--- src/rtl/mul_pkg.sv ---
// rtl/mul_pkg.sv - shared types and defaults for the iterative multiplier
package mul_pkg;

    localparam int MUL_WIDTH = 32;

    typedef enum logic [1:0] {
        IDLE   = 2'd0,
        CALC   = 2'd1,
        FINISH = 2'd2
    } state_e;

endpackage

--- src/rtl/mul_cneg.sv ---
// rtl/mul_cneg.sv - combinational conditional two's-complement negate
module mul_cneg #(
    parameter int WIDTH = 32
) (
    input  logic             neg_i,
    input  logic [WIDTH-1:0] data_i,
    output logic [WIDTH-1:0] data_o
);

    assign data_o = neg_i ? ({WIDTH{1'b0}} - data_i) : data_i;

endmodule

--- src/rtl/mul_seq.sv ---
// rtl/mul_seq.sv - iterative shift-add multiplier, full signed/unsigned product
// Optional MUL_EARLY_OUT_EN: leave CALC once the remaining multiplier bits are zero.
module mul_seq
    import mul_pkg::*;
#(
    parameter int WIDTH = MUL_WIDTH,
    parameter int CNT_W = $clog2(WIDTH)
) (
    input  logic             clk,
    input  logic             reset,
    input  logic             start,
    input  logic             is_signed,
    input  logic [WIDTH-1:0] a,
    input  logic [WIDTH-1:0] b,
    output logic             busy,
    output logic             done,
    output logic [WIDTH-1:0] hi,
    output logic [WIDTH-1:0] lo
);

    state_e               state_q, state_d;
    logic [2*WIDTH-1:0]   mcand_q, mcand_d;
    logic [2*WIDTH-1:0]   acc_q, acc_d;
    logic [2*WIDTH-1:0]   prod;
    logic [WIDTH-1:0]     mplier_q, mplier_d;
    logic [WIDTH-1:0]     a_mag, b_mag;
    logic [WIDTH-1:0]     hi_q, hi_d, lo_q, lo_d;
    logic [CNT_W-1:0]     cnt_q, cnt_d;
    logic                 neg_q, neg_d;
    logic                 done_q, done_d;
    logic                 calc_last;

    // The loop works on magnitudes; the sign is reapplied once to the full product.
    mul_cneg #(.WIDTH(WIDTH)) u_mag_a (
        .neg_i  (is_signed & a[WIDTH-1]),
        .data_i (a),
        .data_o (a_mag)
    );

    mul_cneg #(.WIDTH(WIDTH)) u_mag_b (
        .neg_i  (is_signed & b[WIDTH-1]),
        .data_i (b),
        .data_o (b_mag)
    );

    mul_cneg #(.WIDTH(2*WIDTH)) u_prod (
        .neg_i  (neg_q),
        .data_i (acc_q),
        .data_o (prod)
    );

`ifdef MUL_EARLY_OUT_EN
    assign calc_last = (cnt_q == CNT_W'(WIDTH-1)) || (mplier_q[WIDTH-1:1] == '0);
`else
    assign calc_last = (cnt_q == CNT_W'(WIDTH-1));
`endif

    always_comb begin
        state_d  = state_q;
        mcand_d  = mcand_q;
        mplier_d = mplier_q;
        acc_d    = acc_q;
        cnt_d    = cnt_q;
        neg_d    = neg_q;
        hi_d     = hi_q;
        lo_d     = lo_q;
        done_d   = 1'b0;
        case (state_q)
            IDLE: begin
                if (start) begin
                    mcand_d  = {{WIDTH{1'b0}}, a_mag};
                    mplier_d = b_mag;
                    neg_d    = is_signed & (a[WIDTH-1] ^ b[WIDTH-1]);
                    acc_d    = '0;
                    cnt_d    = '0;
                    state_d  = CALC;
                end
            end
            CALC: begin
                if (mplier_q[0]) begin
                    acc_d = acc_q + mcand_q;
                end
                mcand_d  = mcand_q << 1;
                mplier_d = mplier_q >> 1;
                cnt_d    = cnt_q + CNT_W'(1);
                if (calc_last) begin
                    state_d = FINISH;
                end
            end
            FINISH: begin
                {hi_d, lo_d} = prod;
                done_d       = 1'b1;
                state_d      = IDLE;
            end
            default: state_d = IDLE;
        endcase
    end

    always_ff @(posedge clk or posedge reset) begin
        if (reset) begin
            state_q  <= IDLE;
            mcand_q  <= '0;
            mplier_q <= '0;
            acc_q    <= '0;
            cnt_q    <= '0;
            neg_q    <= 1'b0;
            hi_q     <= '0;
            lo_q     <= '0;
            done_q   <= 1'b0;
        end else begin
            state_q  <= state_d;
            mcand_q  <= mcand_d;
            mplier_q <= mplier_d;
            acc_q    <= acc_d;
            cnt_q    <= cnt_d;
            neg_q    <= neg_d;
            hi_q     <= hi_d;
            lo_q     <= lo_d;
            done_q   <= done_d;
        end
    end

    assign busy = (state_q != IDLE);
    assign done = done_q;
    assign hi   = hi_q;
    assign lo   = lo_q;

endmodule
--- config.mk ---
export PLATFORM = sky130hd
export DESIGN_NAME = mul_seq
export DESIGN_NICKNAME = d
export VERILOG_FILES = /design/src/rtl/mul_pkg.sv /design/src/rtl/mul_cneg.sv /design/src/rtl/mul_seq.sv
export SDC_FILE = /design/constraint.sdc
export NUM_CORES = 1
export LEC_CHECK = 0
export BUFFER_PORTS_ARGS = -buffer_cell sky130_fd_sc_hd__buf_2
export CAP_MARGIN = 10
export CELL_PAD_IN_SITES_DETAIL_PLACEMENT = 0
export CELL_PAD_IN_SITES_GLOBAL_PLACEMENT = 1
export CORE_MARGIN = 2
export CORE_UTILIZATION = 40
export DETAILED_ROUTE_END_ITERATION = 7
export GPL_ROUTABILITY_DRIVEN = 0
export PLACE_DENSITY_LB_ADDON = 0.1
export SLEW_MARGIN = 20
export SYNTH_ARGS = -nofsm -noshare
export SYNTH_HDL_FRONTEND = slang
export SYNTH_SLANG_ARGS = --single-unit
export TNS_END_PERCENT = 20
--- constraint.sdc ---
create_clock -name clk -period 7.5 [get_ports clk]
set_clock_uncertainty 0.1 [all_clocks]
set_input_delay 0.375 -clock clk [delete_from_list [all_inputs] [get_ports clk]]
set_output_delay 0.375 -clock clk [all_outputs]
set_load 0.005 [all_outputs]
# Word level (Yosys, flattened, before mapping)
# Index checks and enable logic that the tools add are counted.
# totals
out_inout_bits,66
wordCells,47
regBits,233
# op_classes
reduce_logical,7
n_eq_ne,6
bitwise,4
addsub,5
muxes,16
# op_table
cell,n
$mux W64,4
$pmux W64 S2,2
$mux W32,3
$add A64 B64 Y64,1
$pmux W32 S2,1
$sub A1 B32 Y32 const A,2
$sub A1 B64 Y64 const A,1
$pmux W5 S2,1
$ne A2 B2 Y1 const B,3
$reduce_and A2 Y1,3
$add A5 B1 Y5 const B,1
$eq A5 B5 Y1 const B,1
$mux W5,1
$mux W2,2
$pmux W2 S2,1
$reduce_bool A2 Y1,2
$and A1 B1 Y1,3
$reduce_and A3 Y1,1
$eq A2 B1 Y1 const B,1
$eq A2 B2 Y1 const B,1
$logic_not A2 Y1,1
$mux W1,1
$xor A1 B1 Y1,1

# Longest topological paths before layout
# depth
depth_word,4
depth_mapped,13
depth_no_buf,13

# Modules after synthesis
# A second synthesis with hierarchy kept.
# hier_totals
cells_unflattened,1751
area_unflattened_um2,15447.3
# modules_own_cells
module,area_each_um2,cells_per_inst,instances
mul_seq,12459.4,1337,1
mul_cneg at u_mag_a ...,767.0,108,2
mul_cneg at u_prod,1453.9,198,1

# Worst setup path before layout
# Ideal clock, no wire load.
# synth_path
path_kind,reg2reg
startpoint,register acc_q[0]
endpoint,register acc_q[56]
path_stages_with_launch,14
setup_slack_ns,4.258
t_arrival_ns,3.016
required_time_ns,7.274
period_less_slack_ns,3.242
n_path_buf,0
cell_sequence,dfrtp_1 -> ha_1 -> inv_1 -> fa_1 -> nor2b_1 -> o2111ai_1 -> a21oi_1 -> nor2_1 -> o31ai_1 -> a21oi_1 -> o21ai_0 -> a311oi_1 -> o2111a_1 -> a221o_1
# synth_via
elab_chain_cells,3
# synth_lines
element,line_no,source
"start, declared",mul_seq.sv:23,"logic [2*WIDTH-1:0] acc_q, acc_d;"
"start signal, assigned",mul_seq.sv:104,acc_q <= '0;
"start signal, assigned",mul_seq.sv:114,acc_q <= acc_d;
$add A64 B64 Y64,mul_seq.sv:81,acc_d = acc_q + mcand_q;
$mux W64,mul_seq.sv:80,if (mplier_q[0]) begin
$pmux W64 S2,mul_seq.sv:68,case (state_q)
# No other way between the ends. The select of a mux whose other input is x is not followed.
# A chain may end at the register's enable or synchronous reset.

# Worst setup path after layout
# Same ends and word-level chain as after synthesis.

==> impl_metrics.json <==
{
  "status": "finished clean",
  "slew_headroom_pct": 27.6,
  "synth_edf_count": 0,
  "die-area_um2": 38400,
  "combPwrFrac_pct": 51.2,
  "final.setup.tns_ns": 0,
  "grt_setup_unrepaired": "no",
  "worstPathMaxFanout": 5,
  "drv_slew": 0,
  "clkTransAtPathRegs_ns": 0.06,
  "power.density_nw_per_um2": 431,
  "async_flop_share_pct": 100,
  "end_kind": "flip-flop",
  "intPower_uw": 3840,
  "vias": 12600,
  "hold_path.class": "input pin to flip-flop",
  "drt_first_pass_iters": 5,
  "drv_cap": 0,
  "syn_inst": 1722,
  "drt-initial-drc-count": 806,
  "postPlaceCellArea_um2": 15700,
  "cts_tree": "yes",
  "hold_viol_final": 0,
  "ant_nets": 0,
  "clock_latency_ns": 0.55,
  "yosys.area.top_type": "dfrtp_1",
  "synthDistinctLibCells": 68,
  "synth_nets": 1859,
  "avgSynthCellArea_um2": 8.55,
  "grt_pass1_vias": 11900,
  "synth_area_um2": 14700,
  "grt_pass1_wl_um": 66900,
  "vdd_drop_max_uv": 181,
  "seq_power_share_pct": 31.2,
  "overflow": 0,
  "die_h_um": 196,
  "power_uw": 7150,
  "synth-main-ff-cell": "dfrtp_1",
  "row_count": 70,
  "setup_ws_ns": 3.47,
  "crit_type": "flip-flop to flip-flop",
  "root_buffer": "clkbuf_16",
  "ys_warn_count": 0,
  "seq_area_frac_synth_pct": 39.6,
  "pre_cts_slack_ns": 3.50,
  "min_period_ns": 4.03,
  "antenna_cells": 0,
  "drc": 0,
  "worst_slew_pin_slew_ns": 1.08,
  "fmaxAchievable_ghz": 0.248,
  "synth_top_area_share_pct": 39.6,
  "yosys-top-cells-area": "dfrtp_1 (40%), o21ai_0 (10%), nand2_1 (7.3%)",
  "p_sw_uw": 3310,
  "crit_required_ns": 7.83,
  "start_util_pct": 40.4,
  "synth_seq_cells": 233,
  "grt_max_degree": 134,
  "viasPerCell": 5.51,
  "coreArea_um2": 36400,
  "cts_max_level": 1,
  "clockPowerShare_pct": 17.6,
  "nets": 1938,
  "area_growth_pct": 12.8,
  "final_util_pct": 45.6,
  "finalCritPeriodShare_pct": 53.7,
  "clk_path_buf_depth": 3,
  "setup_viol": 0,
  "ctsResizeCount": 0,
  "dp_hpwl_um": 30700,
  "grt_usage_pct": 21.6,
  "postCtsHoldBufs": 2,
  "die_w_um": 196,
  "post_cts_buffers": 0,
  "cts_buffers": 27,
  "drive_above_1_share_pct": 12.0,
  "antenna_found_initial": 0,
  "numClockSinks": 233,
  "worstSetupStartpointType": "flip-flop",
  "fin_area_um2": 16600,
  "wl_per_cell_um": 18.2,
  "pin_count": 134,
  "p_leak_uw": 0.00731,
  "p_sw_share_pct": 46.3,
  "port_buffers": 133,
  "wl_um": 41500,
  "crit_arrival_ns": 4.36
}
-- layout by cell type, fill, tap and decap left out, types with 55 or more instances in the layout --
cell,netlist,layout
nand2_1,288,287
nor2_1,57,55
xnor2_1,67,67
a21oi_1,93,93
buf_2,0,133
ha_1,68,68
xor2_1,113,113
a22oi_1,56,56
dfrtp_1,233,232
o21ai_0,307,307
-- synthesized netlist by cell type (3+ instances only) --
| cell | number |
|---|---|
| o21bai_1 | 11 |
| a22oi_1 | 56 |
| xnor2_1 | 67 |
| a31oi_1 | 9 |
| o31ai_1 | 32 |
| nand4_1 | 25 |
| a211o_1 | 3 |
| ha_1 | 68 |
| a21oi_1 | 93 |
| nor2b_1 | 12 |
| o211ai_1 | 7 |
| a21o_1 | 26 |
| xor2_1 | 113 |
| nand2_1 | 288 |
| a31o_2 | 3 |
| or2_2 | 4 |
| dfrtp_1 | 233 |
| nor4_1 | 9 |
| nor2_1 | 57 |
| or4_1 | 11 |
| and3_1 | 9 |
| and2_1 | 9 |
| o21a_1 | 5 |
| nand2b_1 | 12 |
| a41oi_1 | 3 |
| o21ai_0 | 307 |
| nor3_1 | 21 |
| nand3_1 | 21 |
| or3_1 | 9 |
| inv_1 | 32 |
| o221ai_1 | 4 |
| a221o_1 | 4 |
| o21ai_1 | 6 |
| clkbuf_1 | 95 |
| o41ai_1 | 12 |
-- layout make-up --
| cell class | count | area (µm²) |
|---|---|---|
| Multi-Input combinational cell | 1360 | 8440 |
| Tap cell | 468 | 586 |
| Clock buffer | 39 | 801 |
| Inverter | 32 | 128 |
| Timing Repair Buffer | 147 | 776 |
| Clock inverter | 7 | 43.8 |
| Sequential cell | 233 | 5830 |
| Fill cell | 3672 | 19800 |
-- layer usage --
metal / GRT usage, % / wire length (µm) / vias to the layer above
met1: 33.0 / 21000 / 5942
li1: - / - / 6345
met4: 3.25 / 427 / 0
met5: 0 / 0 / -
met3: 3.06 / 2210 / 29
met2: 32.8 / 17900 / 271
-- power by group through the flow --
stage | sequential, µW | combinational, µW | clock, µW
3_3_place_gp | 2230 | 3650 | 0
3_5_place_dp | 2240 | 3650 | 0
2_1_floorplan | 2050 | 2770 | 0
5_1_grt | 2290 | 4120 | 1350
6_report | 2230 | 3660 | 1260
4_1_cts | 2220 | 3660 | 1300
-- critical path, stage by stage (launching register included) --
cell and delay [ns]:
dfrtp_1 0.42, ha_1 0.19, inv_1 0.06, fa_1 0.41, nor2b_1 0.19, o2111ai_1 0.20
a21oi_1 0.25, nor2_1 0.14, o31ai_1 0.62, a21oi_1 0.25, o21ai_0 0.33, a311oi_1 0.22
o2111a_1 0.29, a221o_1 0.26
-- kinds of logic after synthesis --
| logic type | Yosys count | synth area share, % |
|---|---|---|
| xor gates and xnor gates | 180 | 10.7 |
| and+or+nand+nor | 507 | 15.9 |
| buffers and inverters | 129 | 3.29 |
| adders and majority gates | 69 | 5.91 |
| muxes | 2 | 0.144 |
| DFF | 233 | 39.6 |
| AOI/OAI and AO/OA | 602 | 24.4 |
-- registers in the layout (all words and copies together), names as in the netlist, 2 cells and up --
register  cells
state_q       2
hi           32
cnt_q         5
mcand_q      64
lo           32
mplier_q     32
acc_q        64
-- worst paths after layout --
check                                      from                     end  slack, ns  depth (start not counted)
setup reg to reg           acc_q[0]$_DFFE_PP0P_   acc_q[56]$_DFFE_PP0P_       3.47                         13
hold reg to reg              hi[14]$_DFFE_PP0P_      hi[14]$_DFFE_PP0P_       0.37                          2
max in group asynchronous                 reset      hi[21]$_DFFE_PP0P_       5.40                          4
hold / removal                             a[5]  mcand_q[5]$_DFFE_PP0P_       0.03                          3
setup / recovery           acc_q[0]$_DFFE_PP0P_   acc_q[56]$_DFFE_PP0P_       3.47                         13
min in group asynchronous                 reset      lo[17]$_DFFE_PP0P_       0.49                          3
-- through the flow --
| step | hold WS, ns | cells |
|---|---|---|
| after floorplan | 0.349 | 1722 |
| after global placement | 0.356 | 2238 |
| after detailed placement | 0.365 | 2238 |
| after CTS | 0.0146 | 2286 |
| after global routing | 0.0436 | 2286 |
| final | 0.0331 | 2286 |
Note: power is estimated with default switching activity, not from simulation.
